==> src/rtl/div_unit.sv <==
// div_unit: iterative radix-2 restoring divider for MIPS DIV/DIVU, result = {remainder, quotient}.
// Optional macro DIV_EARLY_EXIT_EN: finish at once when |dividend| < |divisor|.
module div_unit #(
   parameter int WIDTH = 32,
   parameter int CNT_W = 6
) (
   input  logic               clk,
   input  logic               rst,
   input  logic               start,
   input  logic               signed_div,
   input  logic               annul,
   input  logic [WIDTH-1:0]   opdata1,
   input  logic [WIDTH-1:0]   opdata2,
   output logic               busy,
   output logic               done,
   output logic [2*WIDTH-1:0] result
);

   typedef enum logic [1:0] {FREE, BYZERO, ON, END} state_t;

   state_t           state;
   state_t           next_state;
   logic [WIDTH-1:0] dividend_q;
   logic [WIDTH-1:0] divisor_q;
   logic [WIDTH-1:0] quo_q;
   logic [WIDTH:0]   rem_q;
   logic [CNT_W-1:0] counter;
   logic             dvd_neg;
   logic             dsr_neg;
   logic [WIDTH-1:0] mag1;
   logic [WIDTH-1:0] mag2;
   logic [WIDTH-1:0] quo_fix;
   logic [WIDTH-1:0] rem_fix;
   logic [WIDTH+1:0] partial;
   logic [WIDTH+1:0] diff;
   logic             div_zero;
   logic             cnt_last;
   logic             early;

   assign mag1     = (signed_div && opdata1[WIDTH-1]) ? (~opdata1 + 1'b1) : opdata1;
   assign mag2     = (signed_div && opdata2[WIDTH-1]) ? (~opdata2 + 1'b1) : opdata2;
   assign div_zero = (opdata2 == '0);
   assign cnt_last = (counter == CNT_W'(WIDTH - 1));

   // One extra guard bit so the sign of the trial subtraction is unambiguous.
   assign partial  = {rem_q, dividend_q[WIDTH-1]};
   assign diff     = partial - {2'b00, divisor_q};

   assign quo_fix  = (dvd_neg ^ dsr_neg) ? (~quo_q + 1'b1) : quo_q;
   assign rem_fix  = dvd_neg ? (~rem_q[WIDTH-1:0] + 1'b1) : rem_q[WIDTH-1:0];

`ifdef DIV_EARLY_EXIT_EN
   assign early = (mag1 < mag2);
`else
   assign early = 1'b0;
`endif

   always_ff @(posedge clk or posedge rst) begin
      if (rst) state <= FREE;
      else     state <= next_state;
   end

   always_comb begin
      next_state = state;
      case (state)
         FREE: begin
            if (start) begin
               if (div_zero)   next_state = BYZERO;
               else if (early) next_state = END;
               else            next_state = ON;
            end
         end
         BYZERO:  next_state = annul ? FREE : END;
         ON: begin
            if (annul)         next_state = FREE;
            else if (cnt_last) next_state = END;
         end
         END:     next_state = FREE;
         default: next_state = FREE;
      endcase
   end

   // Working registers; a zero divisor loads zeros so END writes a zero result.
   always_ff @(posedge clk or posedge rst) begin
      if (rst) begin
         dividend_q <= '0;
         divisor_q  <= '0;
         quo_q      <= '0;
         rem_q      <= '0;
         counter    <= '0;
         dvd_neg    <= 1'b0;
         dsr_neg    <= 1'b0;
      end else begin
         case (state)
            FREE: begin
               if (start) begin
                  counter <= '0;
                  quo_q   <= '0;
                  if (div_zero) begin
                     dividend_q <= '0;
                     divisor_q  <= '0;
                     rem_q      <= '0;
                     dvd_neg    <= 1'b0;
                     dsr_neg    <= 1'b0;
                  end else begin
                     dividend_q <= mag1;
                     divisor_q  <= mag2;
                     rem_q      <= early ? {1'b0, mag1} : '0;
                     dvd_neg    <= signed_div & opdata1[WIDTH-1];
                     dsr_neg    <= signed_div & opdata2[WIDTH-1];
                  end
               end
            end
            ON: begin
               if (!annul) begin
                  counter    <= counter + 1'b1;
                  dividend_q <= {dividend_q[WIDTH-2:0], 1'b0};
                  if (diff[WIDTH+1]) begin
                     rem_q <= partial[WIDTH:0];
                     quo_q <= {quo_q[WIDTH-2:0], 1'b0};
                  end else begin
                     rem_q <= diff[WIDTH:0];
                     quo_q <= {quo_q[WIDTH-2:0], 1'b1};
                  end
               end
            end
            default: ;
         endcase
      end
   end

   always_ff @(posedge clk or posedge rst) begin
      if (rst) begin
         busy   <= 1'b0;
         done   <= 1'b0;
         result <= '0;
      end else begin
         busy <= (next_state == ON) || (next_state == BYZERO);
         done <= (state == END);
         if (state == END) result <= {rem_fix, quo_fix};
      end
   end

endmodule

==> config.mk <==
export PLATFORM = sky130hd
export DESIGN_NAME = div_unit
export DESIGN_NICKNAME = d
export VERILOG_FILES = /design/src/rtl/div_unit.sv
export SDC_FILE = /design/constraint.sdc
export NUM_CORES = 1
export LEC_CHECK = 0
export BUFFER_PORTS_ARGS = -buffer_cell sky130_fd_sc_hd__buf_4
export CORE_ASPECT_RATIO = 0.7
export CORE_UTILIZATION = 46
export DETAILED_ROUTE_END_ITERATION = 16
export PLACE_DENSITY_LB_ADDON = 0.25
export SETUP_SLACK_MARGIN = 0.1
export SYNTH_ARGS = -nofsm -noshare
export SYNTH_HDL_FRONTEND = slang
export SYNTH_SLANG_ARGS = --single-unit
==> constraint.sdc <==
create_clock -name clk -period 17.16 [get_ports clk]
set_input_delay 0.858 -clock clk [delete_from_list [all_inputs] [get_ports clk]]
set_output_delay 0.858 -clock clk [all_outputs]
set_load 0.1 [all_outputs]
# ---- Yosys cells after proc, flatten, opt, wreduce, memory -nomap -nowiden
# Cells that the tools add are included.
# Widths: inputs -> output; s select.
dict set report totals {
  ff_bits 205
  latchBits 0
  ram_bits 0
  rom_bits 0
  inputBits 69
  out_inout_bits 66
  word_cells 68
  mem_count 0
}
dict set report op_classes {
  n_addsub 6
  n_mul 0
  div_mod_pow 0
  order_cmp 0
  n_eq_ne 8
  n_shift 0
  mux 28
  bitwise_logic 7
  n_reduce_logical 8
}
# operator n
set op_table {}
lappend op_table {{$mux 32} 10}
lappend op_table {{$add 32x1->32 const B} 4}
lappend op_table {{$not 32->32} 4}
lappend op_table {{$pmux 32 s2} 2}
lappend op_table {{$mux 33} 3}
lappend op_table {{$pmux 33 s2} 1}
lappend op_table {{$sub 34x32->34} 1}
lappend op_table {{$logic_not 32->1} 1}
lappend op_table {{$mux 6} 2}
lappend op_table {{$pmux 6 s2} 1}
lappend op_table {{$mux 2} 5}
lappend op_table {{$pmux 2 s4} 1}
lappend op_table {{$add 6x1->6 const B} 1}
lappend op_table {{$eq 2x2->1 const B} 3}
lappend op_table {{$eq 6x5->1 const B} 1}
lappend op_table {{$eq 2x1->1 const B} 2}
lappend op_table {{$ne 2x2->1 const B} 2}
lappend op_table {{$mux 1} 3}
lappend op_table {{$reduce_and 3->1} 1}
lappend op_table {{$and 1x1->1} 2}
lappend op_table {{$logic_and 1x1->1} 2}
lappend op_table {{$logic_not 2->1} 1}
lappend op_table {{$reduce_and 2->1} 1}
lappend op_table {{$reduce_bool 2->1} 1}
lappend op_table {{2 further kinds} 2}

# ---- Logic depth before layout (Yosys ltp)
dict set report depth {
  depth_word 6
  depth_mapped 14
  ltp_nobuf 13
}

# ---- Least setup slack after synthesis
# Ideal clock, no wire load.
dict set report synth_path {
  kind {reg2reg}
  start {register dividend_q[31]}
  end {register rem_q[22]}
  setup_ns 0.131
  t_arrival_ns 2.907
  t_required_ns 17.029
  slack_ns 14.122
  path_stages_with_launch 14
  n_path_buf 0
  synth_period_minus_slack_ns 3.038
  path_cell_list {dfrtp_1 > inv_1 > ha_1 > inv_1 > fa_1 > a21oi_1 > o22ai_1 > o41ai_1 > o41ai_1 > o221a_2 > a21o_1 > a31oi_1 > xor2_1 > o211ai_1}
}
dict set report synth_between {
  elab_chain_len 4
}
# item line
set synth_rtl {}
lappend synth_rtl {{start, declared} 23} ;# logic [WIDTH-1:0] dividend_q;
lappend synth_rtl {{start signal, assigned} 106} ;# dividend_q <= mag1;
lappend synth_rtl {{start signal, assigned} 117} ;# dividend_q <= {dividend_q[WIDTH-2:0], 1'b0};
lappend synth_rtl {{$sub 34x32->34} 47} ;# assign diff = partial - {2'b00, divisor_q};
lappend synth_rtl {{$mux 33} 118} ;# if (diff[WIDTH+1]) begin
lappend synth_rtl {{$mux 33} 115} ;# if (!annul) begin
lappend synth_rtl {{$pmux 33 s2} 94} ;# case (state)
lappend synth_rtl {{end signal, assigned} 108} ;# rem_q <= early ? {1'b0, mag1} : '0;
lappend synth_rtl {{end signal, assigned} 119} ;# rem_q <= partial[WIDTH:0];
lappend synth_rtl {{end signal, assigned} 122} ;# rem_q <= diff[WIDTH:0];
lappend synth_rtl {{end, declared} 26} ;# logic [WIDTH:0] rem_q;
# No other way between the ends. The select of a mux whose other input is x is not followed.
# A chain may end at the register's enable or synchronous reset.

# ---- Worst setup path in the final report
# Same ends and word-level chain as after synthesis.

==> results.json <==
{
  "dp_hpwl_mm": 23.7,
  "slew_headroom_pct": 19.4,
  "setup_tns_ns": 0,
  "drt_iter0_markers": 832,
  "clock-sinks": 205,
  "r2r_slack_ns": 13.23,
  "power.density_nw_per_um2": 143,
  "clock_path_buffers": 3,
  "synth_top_family_by_area": "compound AO/OA/AOI/OAI gates",
  "hold-path-endpoint": "divisor_q[1]",
  "slowest_stage": "o41ai_1",
  "power_frac_clock_pct": 21.7,
  "p_comb_share_pct": 46.6,
  "ys_ff_latch": 205,
  "layout_commonest_cell": "nand2_1",
  "synth_simple_gate_area_share_pct": 18.6,
  "critPathLaunchType": "register",
  "cts_setup_buffers": 0,
  "grt-ovfl-total": 0,
  "power.switching_mw": 0.950,
  "end_kind": "register",
  "synth.distinct_cells": 73,
  "antenna_cells": 0,
  "r2r_start": "dividend_q[31]",
  "worst-setup-path-type": "register to register",
  "synth-compound-area-share_pct": 19.9,
  "critPathMaxFanout": 5,
  "die_area_um2": 28000,
  "finalSetupViolations": 0,
  "netlist_area_um2": 12600,
  "swShare_pct": 45.6,
  "synth-adder-area-share_pct": 3.84,
  "syn_area_per_cell_um2": 8.50,
  "drc": 0,
  "port_buffers": 134,
  "hold_violations": 0,
  "postRouteAntennaNets": 0,
  "critPathTopFamily": "compound AO/OA/AOI/OAI gates",
  "grt_pass1_wl_mm": 52.8,
  "cts_max_level": 1,
  "cts_resized": 0,
  "antenna_found_initial": 1,
  "synthArstFlopShare_pct": 100,
  "rows": 50,
  "holdPathStages": 2,
  "wire_per_inst_um": 16.8,
  "cts_tree": "yes",
  "die_w_um": 200,
  "cts_buffers": 22,
  "synthToLayoutAreaGrowth_pct": 15.4,
  "grt_use_total_pct": 23.5,
  "start_util_pct": 47.0,
  "core-area_um2": 26800,
  "clkLatencyLatePin_ns": 0.51,
  "die_h_um": 140,
  "grt_max_degree": 131,
  "syn_nets": 1588,
  "synth_edf_count": 0,
  "yosys-top-cells-area": "dfrtp_1 41%, o21ai_0 7.8%, nand2_1 7.4%, xor2_1 5.4%, xnor2_1 5.1%",
  "clock-root-buffer": "clkbuf_16",
  "period_share_pct": 22.9,
  "clk_pin_slew_ns": 0.07,
  "hold_start": "divisor_q[1]",
  "grt_setup_unrepaired": "no",
  "synth_top_area_share_pct": 40.8,
  "drt-total-wl_mm": 32.8,
  "period_needed_ns": 3.93,
  "max_cap_violations": 0,
  "fin_nets": 1682,
  "muxShareOfSynthArea_pct": 2.19,
  "drive_gt1_share_pct": 13.8,
  "required_ns": 17.54,
  "clock_skew_ns": 0.0235,
  "layout_setup_ws_ns": 13.23,
  "hold_class": "register to register",
  "synthCells": 1481,
  "ioPinCount": 135,
  "gp_routability_congestion": 0.947,
  "ctsHoldBuffers": 0,
  "status": "completed",
  "final_cell_mix": "246 x nand2_1, 205 x dfrtp_1, 195 x o21ai_0",
  "cp.arrival_ns": 4.31,
  "drv_slew": 0,
  "rr_endpoint": "rem_q[22]",
  "crit_path_max_incr_delay_ns": 0.76,
  "synth-xor-area-share_pct": 10.6,
  "fin_cells": 1953,
  "grt_pass1_vias": 9839,
  "cellInternalPower_mw": 1.13,
  "finalPower_mw": 2.08,
  "synth.largest_area_cell": "dfrtp_1",
  "synth-warning-count": 0,
  "worst_pin_slew_ns": 1.20,
  "avgViaCountPerCell": 5.47,
  "ys_seq_area_share_pct": 40.8,
  "num_vias": 10700,
  "path_buf_inv": 2,
  "cp_cell_sequence": "inv_1, ha_1, inv_1, fa_1, a21oi_1, o22ai_1, o41ai_1, o41ai_1, o221a_2, a21o_1, a31oi_1, xor2_1, o211ai_1",
  "vdd_ir_drop_max_mv": 0.0941,
  "power.leakage_nw": 6.67,
  "fmax_mhz": 255,
  "first_pass_iters": 5,
  "place_ws_ns": 13.38,
  "rr_worst_depth": 13,
  "seq_power_share_pct": 31.7,
  "ys_dominant_reg_cell": "dfrtp_1",
  "place_inst": 1915
}
[worst reg2reg max path, cell delays in order (launching register included)]
cell and delay (ns):
dfrtp_1 0.40, inv_1 0.06, ha_1 0.16, inv_1 0.06
fa_1 0.41, a21oi_1 0.26, o22ai_1 0.15, o41ai_1 0.76
o41ai_1 0.34, o221a_2 0.34, a21o_1 0.21, a31oi_1 0.19
xor2_1 0.34, o211ai_1 0.13
[flip-flops by register name (all words and copies together) (netlist names)]
register    flops
result         64
rem_q          33
dividend_q     32
divisor_q      32
quo_q          32
counter         6
state           2
busy            1
done            1
dsr_neg         1
dvd_neg         1
[power groups by stage]
stage / clock (mW) / sequential (mW) / combinational, mW
2_1_floorplan: 0 / 0.799 / 0.580
3_3_place_gp: 0 / 0.662 / 0.954
3_5_place_dp: 0 / 0.668 / 0.960
4_1_cts: 0.463 / 0.660 / 0.967
5_1_grt: 0.482 / 0.674 / 1.07
6_report: 0.452 / 0.660 / 0.971
[logic make-up after synthesis]
kind of cell,Yosys count
AO/OA/AOI/OAI,426
flip-flops,205
multiplexers,27
adder cells (fa/ha/maj),38
buffers and inverters,130
AND/OR/NAND/NOR,503
XOR/XNOR,152
[synth_stat cells, drive strengths merged, types with 4 or more instances]
| cell type | instances |
|---|---|
| nand4 | 9 |
| xor2 | 78 |
| ha | 37 |
| nor2b | 5 |
| or3 | 11 |
| inv | 53 |
| nand3 | 44 |
| a21oi | 88 |
| o31ai | 20 |
| dfrtp | 205 |
| o21bai | 6 |
| clkbuf | 68 |
| o21a | 4 |
| a32oi | 5 |
| a31oi | 8 |
| o22ai | 4 |
| xnor2 | 74 |
| buf | 9 |
| nand2b | 9 |
| nor3 | 28 |
| nand2 | 249 |
| or4 | 9 |
| o21ai | 227 |
| a22oi | 5 |
| and2 | 8 |
| nor2 | 102 |
| a221oi | 5 |
| nor4 | 13 |
| o211ai | 4 |
| or2 | 5 |
| mux2i | 26 |
| a21o | 16 |
| o41ai | 11 |
[layout make-up]
cell class              count  area, µm²
well taps                 364        455
inverters                  53        206
fillers                  2559      12200
repair buffers            147       1100
multi-input cells        1146       6950
clock buffers              31        624
flip-flops and latches    205       5130
clock inverters             7       61.3
[worst max-delay path by stage]
stage | startpoint | to | slack, ns | depth (start not counted)
after detailed placement | dividend_q[31] | rem_q[22] | 13.38 | 13
after global routing | dividend_q[31] | rem_q[22] | 13.04 | 13
after global placement | dividend_q[31] | rem_q[22] | 13.39 | 13
after CTS | dividend_q[31] | rem_q[22] | 13.32 | 13
after floorplan | rst | busy | 10.71 | 1
final | dividend_q[31] | rem_q[22] | 13.23 | 13
[stage by stage]
step	instance area, µm²	util (%)	hold slack, ns
after floorplan	12600	-	0.449
after global placement	13800	51.7	0.463
after detailed placement	13800	51.7	0.468
after CTS	14500	54.3	0.482
after global routing	14500	54.3	0.497
final	14500	54.3	0.477
[per-layer routing]
layer  vias to the layer above  GRT usage [%]  part of all wire, %
met1                      4966           39.4                   53
met4                         2           4.26                  1.6
met3                        46           4.86                  7.6
met5                         -              0                0.021
li1                       5338              -                    -
met2                       325           30.0                   38
Power figures use the tool's default switching activity.
